<file path="src/rtl/mem_port_arbiter_if.sv">
// Bus bundle shared by the CPU, the DMA engine, the memory and the arbiter.
// The arbiter connects through the slave modport; the environment uses master.
interface mem_port_arbiter_if #(
  parameter int ADR_W  = 12,
  parameter int DATA_W = 16
);
  logic              cpuReq;
  logic              cpuWe;
  logic [ADR_W-1:0]  cpuAdr;
  logic [DATA_W-1:0] cpuWriteData;
  logic              cpuAck;
  logic [DATA_W-1:0] cpuReadData;

  logic              dmaReq;
  logic              dmaWe;
  logic [ADR_W-1:0]  dmaAdr;
  logic [DATA_W-1:0] dmaWriteData;
  logic              dmaAck;
  logic [DATA_W-1:0] dmaReadData;

  logic [DATA_W-1:0] memData;
  logic [ADR_W-1:0]  memAdr;
  logic [DATA_W-1:0] memWriteData;
  logic              memWrite;
  logic              memRead;

  logic              busy;
  logic              grantDma;

  modport slave (
    input  cpuReq, cpuWe, cpuAdr, cpuWriteData,
    input  dmaReq, dmaWe, dmaAdr, dmaWriteData,
    input  memData,
    output cpuAck, cpuReadData, dmaAck, dmaReadData,
    output memAdr, memWriteData, memWrite, memRead,
    output busy, grantDma
  );

  modport master (
    output cpuReq, cpuWe, cpuAdr, cpuWriteData,
    output dmaReq, dmaWe, dmaAdr, dmaWriteData,
    output memData,
    input  cpuAck, cpuReadData, dmaAck, dmaReadData,
    input  memAdr, memWriteData, memWrite, memRead,
    input  busy, grantDma
  );
endinterface

</file>
<file path="src/rtl/mem_port_arbiter.sv">
// CPU/DMA arbiter for a single memory port; every access is a fixed LATENCY-cycle transaction.
// Define ARB_FIXED_PRIORITY_EN to make the CPU win every tie (default: round-robin).
module mem_port_arbiter #(
  parameter int ADR_W   = 12,
  parameter int DATA_W  = 16,
  parameter int LATENCY = 2
) (
  input  logic              clk,
  input  logic              rst,
  mem_port_arbiter_if.slave bus
);
  // state  | meaning
  // IDLE   | no transaction; arbitration happens only here
  // ACCESS | strobes held from latched request, wait counter running down
  // DONE   | one-cycle ack to the owner
  typedef enum logic [1:0] {IDLE, ACCESS, DONE} state_t;

  localparam int              CNT_W    = 4;
  localparam logic [CNT_W-1:0] CNT_LOAD = CNT_W'(LATENCY - 1);

  state_t            state_q, state_d;
  logic [CNT_W-1:0]  cnt_q, cnt_d;
  logic              grant_dma_q, grant_dma_d;
  logic              we_q, we_d;
  logic [ADR_W-1:0]  adr_q, adr_d;
  logic [DATA_W-1:0] wdata_q, wdata_d;
  logic [DATA_W-1:0] cpu_rdata_q, cpu_rdata_d;
  logic [DATA_W-1:0] dma_rdata_q, dma_rdata_d;
  logic              pick_dma;

  always_comb begin
`ifdef ARB_FIXED_PRIORITY_EN
    pick_dma = bus.dmaReq && !bus.cpuReq;
`else
    // on a tie the requester that did not win last time gets the port
    pick_dma = bus.dmaReq && (!bus.cpuReq || !grant_dma_q);
`endif
  end

  always_comb begin
    state_d     = state_q;
    cnt_d       = cnt_q;
    grant_dma_d = grant_dma_q;
    we_d        = we_q;
    adr_d       = adr_q;
    wdata_d     = wdata_q;
    cpu_rdata_d = cpu_rdata_q;
    dma_rdata_d = dma_rdata_q;
    case (state_q)
      IDLE: begin
        if (bus.cpuReq || bus.dmaReq) begin
          grant_dma_d = pick_dma;
          we_d        = pick_dma ? bus.dmaWe        : bus.cpuWe;
          adr_d       = pick_dma ? bus.dmaAdr       : bus.cpuAdr;
          wdata_d     = pick_dma ? bus.dmaWriteData : bus.cpuWriteData;
          cnt_d       = CNT_LOAD;
          state_d     = ACCESS;
        end
      end
      ACCESS: begin
        if (cnt_q == '0) begin
          if (!we_q) begin
            if (grant_dma_q) dma_rdata_d = bus.memData;
            else             cpu_rdata_d = bus.memData;
          end
          state_d = DONE;
        end else begin
          cnt_d = cnt_q - 1'b1;
        end
      end
      DONE:    state_d = IDLE;
      default: state_d = IDLE;
    endcase
  end

  always_ff @(posedge clk) begin
    if (rst) begin
      state_q     <= IDLE;
      cnt_q       <= '0;
      grant_dma_q <= 1'b1;
      we_q        <= 1'b0;
      adr_q       <= '0;
      wdata_q     <= '0;
      cpu_rdata_q <= '0;
      dma_rdata_q <= '0;
    end else begin
      state_q     <= state_d;
      cnt_q       <= cnt_d;
      grant_dma_q <= grant_dma_d;
      we_q        <= we_d;
      adr_q       <= adr_d;
      wdata_q     <= wdata_d;
      cpu_rdata_q <= cpu_rdata_d;
      dma_rdata_q <= dma_rdata_d;
    end
  end

  assign bus.memAdr       = adr_q;
  assign bus.memWriteData = wdata_q;
  assign bus.memWrite     = (state_q == ACCESS) && we_q;
  assign bus.memRead      = (state_q == ACCESS) && !we_q;
  assign bus.cpuAck       = (state_q == DONE) && !grant_dma_q;
  assign bus.dmaAck       = (state_q == DONE) && grant_dma_q;
  assign bus.cpuReadData  = cpu_rdata_q;
  assign bus.dmaReadData  = dma_rdata_q;
  assign bus.busy         = (state_q != IDLE);
  assign bus.grantDma     = grant_dma_q;
endmodule
</file>
<file path="src/flat_wrapper.sv">
// flat-port wrapper written by rule: the top's interface ports become plain ports
module mem_port_arbiter_flat 
#(
  parameter int ADR_W   = 12,
  parameter int DATA_W  = 16,
  parameter int LATENCY = 2
)
  (clk, rst, bus_cpuReq, bus_cpuWe, bus_cpuAdr, bus_cpuWriteData, bus_dmaReq, bus_dmaWe, bus_dmaAdr, bus_dmaWriteData, bus_memData, bus_cpuAck, bus_cpuReadData, bus_dmaAck, bus_dmaReadData, bus_memAdr, bus_memWriteData, bus_memWrite, bus_memRead, bus_busy, bus_grantDma);
  mem_port_arbiter_if #(.ADR_W(ADR_W), .DATA_W(DATA_W)) bus_i ();
  input  logic clk;
  input  logic rst;
  input wire logic [$bits(bus_i.cpuReq)-1:0] bus_cpuReq;
  input wire logic [$bits(bus_i.cpuWe)-1:0] bus_cpuWe;
  input wire logic [$bits(bus_i.cpuAdr)-1:0] bus_cpuAdr;
  input wire logic [$bits(bus_i.cpuWriteData)-1:0] bus_cpuWriteData;
  input wire logic [$bits(bus_i.dmaReq)-1:0] bus_dmaReq;
  input wire logic [$bits(bus_i.dmaWe)-1:0] bus_dmaWe;
  input wire logic [$bits(bus_i.dmaAdr)-1:0] bus_dmaAdr;
  input wire logic [$bits(bus_i.dmaWriteData)-1:0] bus_dmaWriteData;
  input wire logic [$bits(bus_i.memData)-1:0] bus_memData;
  output wire logic [$bits(bus_i.cpuAck)-1:0] bus_cpuAck;
  output wire logic [$bits(bus_i.cpuReadData)-1:0] bus_cpuReadData;
  output wire logic [$bits(bus_i.dmaAck)-1:0] bus_dmaAck;
  output wire logic [$bits(bus_i.dmaReadData)-1:0] bus_dmaReadData;
  output wire logic [$bits(bus_i.memAdr)-1:0] bus_memAdr;
  output wire logic [$bits(bus_i.memWriteData)-1:0] bus_memWriteData;
  output wire logic [$bits(bus_i.memWrite)-1:0] bus_memWrite;
  output wire logic [$bits(bus_i.memRead)-1:0] bus_memRead;
  output wire logic [$bits(bus_i.busy)-1:0] bus_busy;
  output wire logic [$bits(bus_i.grantDma)-1:0] bus_grantDma;
  assign bus_i.cpuReq = bus_cpuReq;
  assign bus_i.cpuWe = bus_cpuWe;
  assign bus_i.cpuAdr = bus_cpuAdr;
  assign bus_i.cpuWriteData = bus_cpuWriteData;
  assign bus_i.dmaReq = bus_dmaReq;
  assign bus_i.dmaWe = bus_dmaWe;
  assign bus_i.dmaAdr = bus_dmaAdr;
  assign bus_i.dmaWriteData = bus_dmaWriteData;
  assign bus_i.memData = bus_memData;
  assign bus_cpuAck = bus_i.cpuAck;
  assign bus_cpuReadData = bus_i.cpuReadData;
  assign bus_dmaAck = bus_i.dmaAck;
  assign bus_dmaReadData = bus_i.dmaReadData;
  assign bus_memAdr = bus_i.memAdr;
  assign bus_memWriteData = bus_i.memWriteData;
  assign bus_memWrite = bus_i.memWrite;
  assign bus_memRead = bus_i.memRead;
  assign bus_busy = bus_i.busy;
  assign bus_grantDma = bus_i.grantDma;
  mem_port_arbiter #(.ADR_W(ADR_W), .DATA_W(DATA_W), .LATENCY(LATENCY)) u_core (.clk(clk), .rst(rst), .bus(bus_i));
endmodule
</file>
<file path="config.mk">
export PLATFORM = sky130hd
export DESIGN_NAME = mem_port_arbiter_flat
export DESIGN_NICKNAME = d
export VERILOG_FILES = /design/src/rtl/mem_port_arbiter_if.sv /design/src/rtl/mem_port_arbiter.sv /design/src/flat_wrapper.sv
export SDC_FILE = /design/constraint.sdc
export NUM_CORES = 1
export LEC_CHECK = 0
export CAP_MARGIN = 20
export CORE_MARGIN = 2
export CORE_UTILIZATION = 40
export DETAILED_ROUTE_END_ITERATION = 8
export GPL_TIMING_DRIVEN = 1
export HOLD_SLACK_MARGIN = 0.15
export MAX_ROUTING_LAYER = met4
export PLACE_DENSITY = 0.86
export SYNTH_ARGS = -nofsm -noshare
export SYNTH_HDL_FRONTEND = slang
export SYNTH_SLANG_ARGS = --single-unit
</file>
<file path="constraint.sdc">
create_clock -name clk -period 2 [get_ports clk]
set_input_delay 0.3 -clock clk [delete_from_list [all_inputs] [get_ports clk]]
set_output_delay 0.3 -clock clk [all_outputs]
set_load 0.005 [all_outputs]
</file>
Yosys cells after proc, flatten, opt, wreduce, memory -nomap -nowiden:

Cells that the tools add are included.
W data, S select, Z words.

* bits in registers: 68
* input port bits: 78
* word-level logic and storage cells: 44

* $add $sub $neg: 1
* equal/unequal tests: 5
* multiplexer cells: 9
* bitwise gates (word level): 2
* reduce and logical (&&, ||, !) cells: 19

Operator list (count)
* $mux W16: 1
* $mux W12: 1
* $mux W4: 2
* $pmux W4 S2: 1
* $reduce_and A4 Y1: 2
* $logic_and A1 B1 Y1: 5
* $logic_not A4 Y1: 1
* $mux W2: 2
* $ne A2 B1 Y1 const B: 2
* $pmux W2 S2: 1
* $reduce_and A2 Y1: 2
* $reduce_bool A2 Y1: 2
* $sub A4 B1 Y4 const B: 1
* $logic_not A1 Y1: 3
* $reduce_and A3 Y1: 1
* $eq A2 B1 Y1 const B: 1
* $eq A2 B2 Y1 const B: 1
* $logic_not A2 Y1: 1
* $logic_or A1 B1 Y1: 2
* $ne A2 B2 Y1 const B: 1
* $not A1 Y1: 2
* $mux W1: 1

Longest topological paths before layout:

* depth after elaboration: 4
* mapped depth: 7
* depth with buffers taken out: 5

Worst setup path before layout:

OpenSTA, ideal clock, no wires.

* kind: register to register
* from: reg u_core.cnt_q[0]
* to: reg u_core.cpu_rdata_q[10] (netlist: u_core.bus.cpuReadData[10])
* setup time: 118 ps
* arrival time: 1711 ps
* setup slack: 171 ps
* cell stages (with the launch flop): 8
* path buffers: 2
* cell sequence: dfxtp_1 -> inv_1 -> ha_1 -> or3b_4 -> or4_4 -> buf_6 -> buf_12 -> mux2i_1

* word-level cells in the longest chain between the ends: 2

Ends and longest elaborated chain
* start: declaration: RTL line mem_port_arbiter.sv:22 `logic [CNT_W-1:0] cnt_q, cnt_d;`
* start signal: assignment: RTL line mem_port_arbiter.sv:88 `cnt_q <= cnt_d;`
* $logic_not A4 Y1: RTL line mem_port_arbiter.sv:61 `if (cnt_q == '0) begin`
* $reduce_and A4 Y1 (no source line)
* end signal: assignment: RTL line mem_port_arbiter.sv:93 `cpu_rdata_q <= cpu_rdata_d;`
* end: declaration: RTL line mem_port_arbiter.sv:27 `logic [DATA_W-1:0] cpu_rdata_q, cpu_rdata_d;`

Every way passes these cells.
A chain may end at the register's enable or synchronous reset.

Worst setup path after layout:

* from: reg u_core.grant_dma_q (netlist: u_core.bus.grantDma)
* to: out bus_dmaAck

* word-level cells in the longest chain between the ends: 1

Ends and longest elaborated chain
* start: declaration: RTL line mem_port_arbiter.sv:23 `logic grant_dma_q, grant_dma_d;`
* start signal: assignment: RTL line mem_port_arbiter.sv:89 `grant_dma_q <= grant_dma_d;`
* $logic_and A1 B1 Y1: RTL line mem_port_arbiter.sv:103 `assign bus.dmaAck = (state_q == DONE) && grant_dma_q;`
* end: declaration: RTL line flat_wrapper.sv:23 `output wire logic [$bits(bus_i.dmaAck)-1:0] bus_dmaAck;`

Every way passes these cells.

==> metrics.csv <==
metric,value,unit
outcome,completed,
"slowest stage delay, CP",550,ps
Worst setup EP type,output pin,
worst min path class,flip-flop to flip-flop,
global-route wire length before repair,11.6,mm
Pre-Repair DR Iteration Count,3,
Post-Layout Inst Area,4710,sq um
"Cell Area, Synth",2910,sq um
CP required,1700,ps
io pins,144,
# setup viols final,0,
DRC,0,
nets@finish,491,
Routability Congestion,0.770,
total grt overflow,0,
Fin. Hold Viols,0,
Total Die Area,7970,sq um
Max Clock Freq,521,MHz
Least-Margin Pin Slew,398,ps
largest net degree at the start of global routing,36,
initial antenna violation count,0,
per-cell routed wire length,14.7,microns
Post-DP HPWL,5.62,mm
vias post-DR,2485,
CTS Sinks,68,
# diodes,0,
Hold Worst Slack,464,ps
Global Route Usage Sum,19.2,%
CP cell instances,and3b_1 > clkdlybuf4s50_1,
layout cells sized above 1,7.91,%
Main synth FF type,dfxtp_1,
Routed Antenna Nets,0,
TNS Setup,0,ps
Clock Latency Late Sink,330,ps
Leakage,1.81,nW
Synth Instances,269,
# rows,31,
total wire length,7.60,mm
RSZ-0062 raised after global routing,no,
Critical Path AT,1620,ps
Post-Syn Nets,348,
Post-synth ARST share,0,%
Final Slew Violations,0,
Core Area,7140,sq um
number of setup buffers added after CTS,0,
"Slowest-stage cell, CP",dfxtp_1,
Setup Skew,6.21,ps
Sw Ratio,23.7,%
syn_area_per_cell,10.8,sq um
FILL cells,613,
cell-internal power,2.84,mW
"Cell Area, Placed",4450,sq um
Initial Utilization,40.8,%
H-tree depth,3,
clock root buffer,clkbuf_8,
"Max FO, Critical Path",9,
R2R depth,5,
VDD IR-drop max,0.410,mV
Slew HR,73.1,%
hold_sp,u_core.bus.memAdr[1]$_SDFFE_PP0P_,
yosys warns,0,
sequential power share,41.7,%
P_sw,0.883,mW
register bit total from synthesis,68,
Vert. Die Dim,89.3,microns
part of the power in the clock network,36.8,%
Synth cell types,35,
vias in the first global route,2469,
DRT iter0 DRCs,28,
Tmin final,1920,ps
CTS tree,done,
crit path kind,flip-flop to output pin,
Max-cap violations,0,
Hold Path Stages,1,
Port-buffer cells,143,
r2r startpoint,u_core.cnt_q[0]$_SDFFE_PP0P_,
Comb pwr share,21.5,%
CTS Buf Count,9,
period utilisation layout,96.0,%
critical path startpoint category,flip-flop,
"Core Util, Final",66.0,%
Layout area overhead,61.9,%
via/cell ratio,4.82,
sequential element share of the synthesized area,46.8,%
"EDFF count, synth",0,
clock-pin slew on the worst setup and hold paths,70,ps
Max Buffers Root-to-Sink,2,
Cell Pwr Density,790,nW/um^2
die width,89.3,microns
Crit. Startpoint,u_core.bus.grantDma$_SDFFE_PP1P_,
[final cells by class]
cell class	instances	area, sq um	share of cell area, %
multi-input cells	177	1450	30.7
clock inverters	6	111	2.36
inverters	4	15.0	0.319
repair buffers	152	1510	32.1
well taps	99	124	2.63
flip-flops and latches	68	1360	28.9
clock buffers	10	138	2.92
[repair_timing]
item                       CTS  global route
cloned                       0             0
hold buffers                 0             0
setup endpoints to repair    1             1
gates resized for setup      1             2
[routing by layer]
metal	part of all wire [%]	wire length (microns)	up-vias	global-route usage (%)
li1	-	-	1244	-
met1	42	3160	1153	21.5
met2	52	3920	76	33.7
met3	5.0	381	12	3.14
met4	1.8	140	0	8.41
met5	0	0	-	-
[worst max-delay path: cells and delay by family, from the launching register on]
family / cells / cell delay (ps)
buffers and inverters: 1 / 530
flip-flops: 1 / 550
AND/OR/NAND/NOR: 1 / 210
[state kept, by name, indices dropped and copies added, names as in the netlist]
name                     count
u_core.state_q               2
u_core.bus.memWriteData     16
u_core.bus.grantDma          1
u_core.bus.cpuReadData      16
u_core.bus.memAdr           12
u_core.cnt_q                 4
u_core.we_q                  1
u_core.bus.dmaReadData      16
[synthesized netlist by cell type (all sizes together), types with 2 or more instances]
master   instances  area (sq um)
clkbuf          11          41.3
nor2b            2          12.5
nor2             4          17.5
or4              3          26.3
nor3             2          10.0
or3              3          18.8
mux2i           61           611
a21oi            4          20.0
buf              9          66.3
dfxtp           68          1360
o21ai            2          10.0
nor3b            2          15.0
inv              4          15.0
and2             2          12.5
o2bb2ai         29           254
nand2b          49           307
nand2            2          7.51
[power groups by stage]
stage | logic (mW) | clock network, mW | registers (mW)
5_1_grt | 0.865 | 1.46 | 1.57
4_1_cts | 0.808 | 1.41 | 1.55
3_3_place_gp | 0.782 | 0 | 1.57
6_report | 0.799 | 1.37 | 1.55
3_5_place_dp | 0.799 | 0 | 1.58
2_1_floorplan | 0.335 | 0 | 1.57
[cells in the final DEF, fill, tap and decap left out, drive strengths merged]
master         instances
a211oi                 1
a21boi                 1
a21o                   1
a21oi                  4
a221o                  1
a22oi                  1
and2                   2
and3b                  1
buf                    9
bufinv                 3
clkbuf                10
clkdlybuf4s50        143
clkinv                 2
clkinvlp               1
dfxtp                 68
ha                     1
inv                    4
mux2i                 61
nand2                  2
nand2b                49
nor2                   4
nor2b                  2
nor3                   2
nor3b                  2
nor4                   1
nor4bb                 1
o21ai                  2
o221ai                 1
o2bb2ai               29
or2                    1
or3                    3
or3b                   1
or4                    3
[per-stage QoR]
step                setup WS, ps  instances  power, mW
floorplan                    171        269       1.91
global placement             202        500       2.35
detailed placement           150        500       2.38
CTS                         44.2        516       3.76
global route                3.20        516       3.89
finish                      79.4        516       3.72
[path summary, 6_finish.rpt]
check	end	slack [ps]
worst min-delay path	u_core.bus.memAdr[1]$_SDFFE_PP0P_	460
worst max-delay path	bus_dmaAck	80
worst min register to register	u_core.bus.memAdr[1]$_SDFFE_PP0P_	460
worst max register to register	u_core.bus.cpuReadData[10]$_SDFFE_PP0P_	140
[kinds of logic (layout without fill, tap and decap cells)]
logic type	count (synthesis)	in the layout	synth area share (%)
buffers and inverters	24	172	4.22
DFF	68	68	46.8
muxes	61	61	21.0
AOI/OAI and AO/OA	41	41	11.4
and+or+nand+nor	74	74	16.1
adders and majority gates	1	1	0.430
Note: power is estimated with default switching activity, not from simulation.
